$ cat src/rtl/ana_serial_pkg.sv
// Shared definitions for the analog-interface serial controller.
//   - state_t   : controller state encoding
//   - DEF_*     : default widths for the parallel words and the length field
//   - eff_len() : maps a requested transfer length onto the real one
package ana_serial_pkg;

    localparam int DEF_DATA_WIDTH = 16;
    localparam int DEF_CNT_WIDTH  = 5;

    typedef enum logic [2:0] {
        S_IDLE  = 3'd0,
        S_GAPA  = 3'd1,
        S_PH1   = 3'd2,
        S_GAPB  = 3'd3,
        S_PH2   = 3'd4,
        S_GAPL  = 3'd5,
        S_LATCH = 3'd6,
        S_DONE  = 3'd7
    } state_t;

    // A length of 0, or one longer than the word, means "the whole word".
    function automatic int eff_len(input int nbits, input int width);
        return ((nbits == 0) || (nbits > width)) ? width : nbits;
    endfunction

endpackage

$ cat src/rtl/ana_phase_timer.sv
// Phase timer: down-counter that measures the CLK_DIV-cycle high phases
// (PH1, PH2, LATCH) of the serial controller.
//   CLK   : system clock
//   RST   : asynchronous active-high reset
//   load  : reload with CLK_DIV-1 (asserted in the gap cycle before a phase)
//   en    : count down while inside a timed phase
//   last  : high during the final cycle of the current timed phase
module ana_phase_timer #(
    parameter int CLK_DIV = 2
) (
    input  logic CLK,
    input  logic RST,
    input  logic load,
    input  logic en,
    output logic last
);

    localparam int TW = (CLK_DIV > 1) ? $clog2(CLK_DIV) : 1;

    logic [TW-1:0] cnt;

    always_ff @(posedge CLK or posedge RST) begin
        if (RST) begin
            cnt <= '0;
        end else if (load) begin
            cnt <= TW'(CLK_DIV - 1);
        end else if (en && (cnt != '0)) begin
            cnt <= cnt - TW'(1);
        end
    end

    assign last = (cnt == '0);

endmodule

$ cat src/rtl/ana_serial_ctrl.sv
// Analog-interface serial controller. Shifts a configuration word out to the
// analog front-end with two non-overlapping shift clocks, pulses the latch,
// and captures the readback bits of the scan chain into a parallel word.
//   CLK, RST      : clock, asynchronous active-high reset
//   START         : transfer request, honoured in IDLE or DONE only
//   DIN, NBITS    : right-aligned word to send and its length (0/oversize = full)
//   DOUT, RDY     : captured readback word, valid while RDY is high
//   BUSY, SEL     : high for the whole transfer, up to the fall of LAT
//   SO, SI        : serial data to / from the analog chain
//   SCLK1, SCLK2  : phase-1 / phase-2 shift clocks
//   LAT           : latch pulse after the last bit
module ana_serial_ctrl
    import ana_serial_pkg::*;
#(
    parameter int DATA_WIDTH = DEF_DATA_WIDTH,
    parameter int CNT_WIDTH  = DEF_CNT_WIDTH,
    parameter int CLK_DIV    = 2
) (
    input  logic                  CLK,
    input  logic                  RST,
    input  logic                  START,
    input  logic [DATA_WIDTH-1:0] DIN,
    input  logic [CNT_WIDTH-1:0]  NBITS,
    output logic [DATA_WIDTH-1:0] DOUT,
    output logic                  BUSY,
    output logic                  RDY,
    output logic                  SEL,
    output logic                  SO,
    input  logic                  SI,
    output logic                  SCLK1,
    output logic                  SCLK2,
    output logic                  LAT
);

    state_t                state, state_next;
    logic                  accept;
    logic                  tmr_last;
    logic                  tmr_load;
    logic                  tmr_en;
    logic                  bit_end;
    logic [CNT_WIDTH-1:0]  n_eff;
    logic [CNT_WIDTH-1:0]  bit_cnt;
    logic [DATA_WIDTH-1:0] sh;
    logic [DATA_WIDTH-1:0] sh_al;
    logic [DATA_WIDTH-1:0] cap;

    assign n_eff = CNT_WIDTH'(eff_len(int'(NBITS), DATA_WIDTH));
    // Left-align the field so the first bit to send is always the word MSB.
    assign sh_al = DIN << (DATA_WIDTH - int'(n_eff));

    // Every timed phase is preceded by exactly one gap cycle, which reloads the timer.
    assign tmr_load = (state == S_GAPA) || (state == S_GAPB) || (state == S_GAPL);
    assign tmr_en   = (state == S_PH1) || (state == S_PH2) || (state == S_LATCH);
    assign bit_end  = (state == S_PH2) && tmr_last;

    ana_phase_timer #(
        .CLK_DIV (CLK_DIV)
    ) u_timer (
        .CLK  (CLK),
        .RST  (RST),
        .load (tmr_load),
        .en   (tmr_en),
        .last (tmr_last)
    );

    always_ff @(posedge CLK or posedge RST) begin
        if (RST) begin
            state <= S_IDLE;
        end else begin
            state <= state_next;
        end
    end

    always_comb begin
        state_next = state;
        accept     = 1'b0;
        case (state)
            S_IDLE, S_DONE: begin
                if (START) begin
                    state_next = S_GAPA;
                    accept     = 1'b1;
                end
            end
            S_GAPA:  state_next = S_PH1;
            S_PH1:   if (tmr_last) state_next = S_GAPB;
            S_GAPB:  state_next = S_PH2;
            S_PH2:   if (tmr_last) state_next = (bit_cnt > CNT_WIDTH'(1)) ? S_GAPA : S_GAPL;
            S_GAPL:  state_next = S_LATCH;
            S_LATCH: if (tmr_last) state_next = S_DONE;
            default: state_next = S_IDLE;
        endcase
    end

    // Outputs are decoded from the next state and registered, so each one
    // changes exactly on the edge that enters or leaves its phase.
    always_ff @(posedge CLK or posedge RST) begin
        if (RST) begin
            BUSY    <= 1'b0;
            SEL     <= 1'b0;
            RDY     <= 1'b0;
            SCLK1   <= 1'b0;
            SCLK2   <= 1'b0;
            LAT     <= 1'b0;
            SO      <= 1'b0;
            DOUT    <= '0;
            sh      <= '0;
            cap     <= '0;
            bit_cnt <= '0;
        end else begin
            BUSY  <= (state_next != S_IDLE) && (state_next != S_DONE);
            SEL   <= (state_next != S_IDLE) && (state_next != S_DONE);
            RDY   <= (state_next == S_DONE);
            SCLK1 <= (state_next == S_PH1);
            SCLK2 <= (state_next == S_PH2);
            LAT   <= (state_next == S_LATCH);

            if (accept) begin
                SO      <= sh_al[DATA_WIDTH-1];
                sh      <= sh_al << 1;
                cap     <= '0;
                bit_cnt <= n_eff;
            end else if (bit_end) begin
                cap     <= {cap[DATA_WIDTH-2:0], SI};
                bit_cnt <= bit_cnt - CNT_WIDTH'(1);
                // After the final bit SO keeps its value until the next START.
                if (bit_cnt > CNT_WIDTH'(1)) begin
                    SO <= sh[DATA_WIDTH-1];
                    sh <= sh << 1;
                end
            end

            if ((state == S_LATCH) && tmr_last) begin
                DOUT <= cap;
            end
        end
    end

endmodule

$ cat config.mk
export PLATFORM = sky130hd
export DESIGN_NAME = ana_serial_ctrl
export DESIGN_NICKNAME = d
export VERILOG_FILES = /design/src/rtl/ana_serial_pkg.sv /design/src/rtl/ana_phase_timer.sv /design/src/rtl/ana_serial_ctrl.sv
export SDC_FILE = /design/constraint.sdc
export NUM_CORES = 1
export LEC_CHECK = 0
export ABC_AREA = 1
export CAP_MARGIN = 20
export CORE_MARGIN = 1
export CORE_UTILIZATION = 30
export CTS_CLUSTER_DIAMETER = 80
export DETAILED_ROUTE_END_ITERATION = 6
export PLACE_DENSITY_LB_ADDON = 0.05
export SKIP_LAST_GASP = 1
export SLEW_MARGIN = 20
export SYNTH_ARGS = -nofsm -noshare
export SYNTH_HDL_FRONTEND = slang
export SYNTH_SLANG_ARGS = --single-unit
$ cat constraint.sdc
create_clock -name CLK -period 5.3 [get_ports CLK]
set_clock_uncertainty 0.15 [all_clocks]
set_input_delay 0.53 -clock CLK [delete_from_list [all_inputs] [get_ports CLK]]
set_output_delay 0.53 -clock CLK [all_outputs]
set_load 0.01 [all_outputs]
== Yosys cells after proc, flatten, opt, wreduce, memory -nomap -nowiden ==
Index checks and enable logic that the tools add are counted.

* Output and inout port bits: 23
* Register bits after elaboration: 63
* Logic and storage cells: 69

* Shifts and indexed selects: 1
* Multiplexer cells: 21
* Add/subtract/negate cells: 3
* Bitwise gates (word level): 1
* Reductions and logical operators: 17
* Eq/ne operators: 12
* Order comparisons: 2

{| class="wikitable"
|+ Operators by type and width
! cell !! number
|-
| $mux 16 || 5
|-
| $shl 16x32->16 || 1
|-
| $eq 3x3->1 const B || 7
|-
| $pmux 3 s7 || 1
|-
| $mux 3 || 5
|-
| $mux 5 || 3
|-
| $eq 3x2->1 const B || 3
|-
| $mux 1 || 7
|-
| $reduce_bool 2->1 || 3
|-
| $sub 5x5->6 const A || 1
|-
| $gt 5x1->1 const B || 1
|-
| $gt 5x5->1 const B || 1
|-
| $logic_not 5->1 || 1
|-
| $logic_or 1x1->1 || 5
|-
| $sub 5x1->5 const B || 1
|-
| $logic_and 1x1->1 || 4
|-
| $eq 3x1->1 const B || 1
|-
| $logic_not 3->1 || 1
|-
| $ne 3x3->1 const B || 1
|-
| $reduce_bool 3->1 || 1
|-
| $reduce_and 2->1 || 1
|-
| $reduce_or 2->1 || 1
|-
| $not 1->1 || 1
|-
| $sub 1x1->1 const B || 1
|}

== Depth between registers and ports, before layout ==
* Depth after elaboration: 6
* Gate-level depth with buffers: 18
* Mapped depth without buffers: 16

== Cells and area by module ==
A second synthesis with hierarchy kept.

* Cell total of the unflattened synthesis: 443
* Area total of the unflattened synthesis: 3,530.9 um^2

{| class="wikitable"
|+ By module, submodules not included
! module !! instances !! area each (um^2) !! cells each
|-
| ana_serial_ctrl || 1 || 3,483.3 || 436
|-
| ana_phase_timer || 1 || 47.5 || 7
|}

== Least setup slack after synthesis ==
No wires, ideal clock.

* Kind: in2reg
* Start: input port NBITS[2]
* End: register sh[13]
* Stages: 17
* Path slack: 2.444 ns
* Library setup time: 0.119 ns
* Path buffers: 3
* Arrival: 2.587 ns
* Cell sequence: inv_1 > nand3_1 > ha_1 > inv_2 > nand2_1 > buf_4 > buf_4 > ha_1 > inv_1 > clkbuf_1 > nand3_1 > nand3_1 > o21ai_0 > nand2_1 > nand2_1 > nand2_1 > nand2_1

* Cells in the longest elaborated chain, start to end: 6
* Elaborated cells between the ends (all ways): 7

{| class="wikitable"
|+ RTL lines
! item !! line !! text
|-
| start: declaration || ana_serial_ctrl.sv:23 || <nowiki>input logic [CNT_WIDTH-1:0] NBITS,</nowiki>
|-
| $gt 5x5->1 / $logic_not 5->1 (equally long branches) || ana_serial_pkg.sv:23 || <nowiki>return ((nbits == 0) || (nbits > width)) ? width : nbits;</nowiki>
|-
| $logic_or 1x1->1 || ana_serial_pkg.sv:23 ||
|-
| $mux 5 (*) || ana_serial_pkg.sv:23 ||
|-
| $sub 5x5->6 (*) || ana_serial_ctrl.sv:49 || <nowiki>assign sh_al = DIN << (DATA_WIDTH - int'(n_eff));</nowiki>
|-
| $shl 16x32->16 (*) || ana_serial_ctrl.sv:49 ||
|-
| $mux 16 (*) || ana_serial_ctrl.sv:117 || <nowiki>if (accept) begin</nowiki>
|-
| end signal: assignment || ana_serial_ctrl.sv:119 || <nowiki>sh <= sh_al << 1;</nowiki>
|-
| end signal: assignment || ana_serial_ctrl.sv:128 || <nowiki>sh <= sh << 1;</nowiki>
|-
| end: declaration || ana_serial_ctrl.sv:43 || <nowiki>logic [DATA_WIDTH-1:0] sh;</nowiki>
|}

Every way passes the cells marked *; elsewhere a longest branch is shown, timed or not.
A chain may end at the register's enable or synchronous reset.

== Worst setup path after layout ==
* Start: input port NBITS[2]
* End: register sh[9]

Same word-level chain as after synthesis.

==> out/qor.txt <==
Clk buf depth - 2
Power share of the sequential group - 32.5%
Post-Synthesis Cell Area - 3410 µm²
Final setup vio count - 0
Synth Register Bits - 62
WL final - 9180 µm
Global placement routability congestion - 0.856
TritonCTS clock tree - done
Pwr/cell area - 456 nW/µm²
Vias per cell - 4.93
GRT overflow - 0
Switching share of power - 37.4%
Crit-path most repeated cell - nor2_1
Max H-tree Level - 3
Final hold violation count - 0
PostCTS Resize Cnt - 0
Setup TNS - 0 ns
Initial Utilization - 31.2%
Area added between synthesis and finish - 26.3%
Clk pwr share - 33.5%
First-pass GRT wire length - 15700 µm
Ratio of cells with drive above 1 in the final layout - 7.36%
Crit path required time - 5.39 ns
Comb pwr share - 34.1%
Core ar. - 10900 µm²
DIE AREA - 11800 µm²
Commonest non-fill, non-tap cell in the layout - nand2_1
# DRC - 0
Maximum clock rate - 263 MHz
Number of global-route vias before repair - 3113
CP Capture Type - flop
Die Height - 109 µm
I/O Pins - 48
Final-stage net count - 517
Slew Limit Fails - 0
Largest net degree at the start of global routing - 63
Design area - 4310 µm²
Crit Path Max Fanout - 22
Post-route ant nets - 0
Synth top area cells - dfrtp_1 (45%), nand2_1 (11%), nand3_1 (10%), inv_1 (5.7%), o21ai_0 (4.7%)
Post-DP HPWL - 6530 µm
Final Critical Period - 3.80 ns
Cell variety after synth - 32
Vias - 3101
CTS buffer count - 9
Worst vdd ir - 0.199 mV
Site row count - 38
Arrival @ worst endpoint - 3.89 ns
Largest area contributor in the netlist - dfrtp_1
Skew-Pair Late Insertion Delay - 0.33 ns
Synthesized instance count - 442
Die Wd - 109 µm
Unrepaired setup endpoints after global routing - no
Mean Syn Cell Area - 7.72 µm²
Most frequent cells in the layout - nand2_1 (99), nand3_1 (71), dfrtp_1 (62), inv_1 (51), clkdlybuf4s50_1 (47)
Drt initial violations - 210
Clk slew on worst S/H paths - 0.06 ns
Cell Int Power - 1.23 mW
Setup Fix Bufs, Post-CTS - 0
CP Class - in2reg
Antenna fix cells - 0
IO Port Bufs - 47
Dpl cell area - 3980 µm²
YS warnings - 0
Global-route usage over all layers - 17.3%
HP Class - reg2reg
Seq/Total Area, Yosys - 45.5%
P_sw - 736 µW
CTS Hold Buffers Added - 0
Syn_nets - 475
Total power - 1.97 mW
Num Clock Sinks - 62
Run status - finished clean
CP cell instances - clkdlybuf4s50_1, inv_1, nand3_1, ha_1, inv_2, nand2_1, ha_1, inv_1, nand4_1, nor2_1, nor2_1, nor2_1, nand2_1, a21oi_1
WL/cell - 14.6 µm
Final Util - 39.4%
Slew @ Worst Pin - 0.964 ns
Startpoint Class - primary input
Worst path slowest cell - ha_1
Leakage power - 2.03 nW
Area share of the largest cell type after synthesis - 45.5%
Number of max-cap violations - 0
Initial antenna violation count - 0
Clock root cell - clkbuf_16
Tcrit/Tclk final - 71.7%
Worst stage delay on the critical path - 0.63 ns
Max_slew headroom - 35.6%
Detailed-router iteration count before antenna repair - 4
==> synth_stat cells, drive strengths merged <==
library cell,n
a21boi,1
a21oi,16
a22oi,4
a31oi,2
a32o,1
buf,10
clkbuf,9
dfrtp,62
ha,8
inv,56
mux2,3
nand2,100
nand3,72
nand4,4
nor2,32
nor3,2
o211ai,4
o21ai,37
o221ai,4
o22ai,13
xor2,2
==> cell type report <==
class / count / area, µm²
Tap cell: 140 / 175
Fill cell: 1165 / 6630
Sequential cell: 62 / 1550
Timing Repair Buffer: 50 / 493
Multi-Input combinational cell: 305 / 1550
Inverter: 56 / 210
Clock inverter: 7 / 103
Clock buffer: 9 / 225
==> final timing paths <==
check | start | endpoint | slack (ns) | cells past startpoint
max in group asynchronous | RST | sh[2] | 3.85 | 3
worst min-delay path | cap[12] | cap[13] | 0.33 | 2
worst max register to register | state[0] | sh[9] | 2.85 | 9
worst min register to register | cap[12] | cap[13] | 0.33 | 2
min in group asynchronous | RST | SCLK1 | 0.60 | 3
worst max-delay path | NBITS[2] | sh[9] | 1.50 | 14
==> power by group through the flow <==
| stage | Combinational (mW) | Sequential [mW] | Clock, mW |
|---|---|---|---|
| 2_1_floorplan | 0.485 | 0.636 | 0 |
| 3_3_place_gp | 0.680 | 0.646 | 0 |
| 3_5_place_dp | 0.679 | 0.645 | 0 |
| 4_1_cts | 0.683 | 0.638 | 0.675 |
| 5_1_grt | 0.771 | 0.653 | 0.694 |
| 6_report | 0.670 | 0.638 | 0.658 |
==> registers in the layout, indices dropped and copies added, names as in the netlist <==
register	count
DOUT	16
LAT	1
RDY	1
SCLK1	1
SCLK2	1
SEL	1
SO	1
bit_cnt	5
cap	16
sh	15
state	3
u_timer.cnt	1
==> routing by layer <==
layer  wire, µm  part of all wire (%)  track usage, %  up-vias
met1       4520                    49            23.7     1456
met3        416                   4.5            2.63        9
met2       4110                    45            28.0       77
met5          0                     0               0        -
li1           -                     -               -     1559
met4        121                   1.3            5.60        0
==> cells by family (layout without fill, tap and decap cells) <==
family	after synthesis	count (layout)	share of synthesized area, %
AO/OA/AOI/OAI	82	82	14.0
XOR/XNOR	2	2	0.734
adder cells (fa/ha/maj)	8	8	2.93
buffers and inverters	75	122	9.02
flip-flops	62	62	45.5
multiplexers	3	3	0.990
AND/OR/NAND/NOR	210	210	26.9
==> worst max-delay path: cells and delay by family <==
kind	cells	cell delay, ns
AO/OA/AOI/OAI	1	0.15
adder cells (fa/ha/maj)	2	0.96
buffers and inverters	4	1.10
AND/OR/NAND/NOR	7	1.13
==> per-stage QoR <==
step | cells | hold slack [ns] | setup slack [ns]
2_1_floorplan | 442 | 0.303 | 2.44
3_3_place_gp | 613 | 0.311 | 1.24
3_5_place_dp | 613 | 0.322 | 1.19
4_1_cts | 629 | 0.329 | 1.54
5_1_grt | 629 | 0.367 | 1.09
6_report | 629 | 0.330 | 1.50
Note: power is estimated with default switching activity, not from simulation.
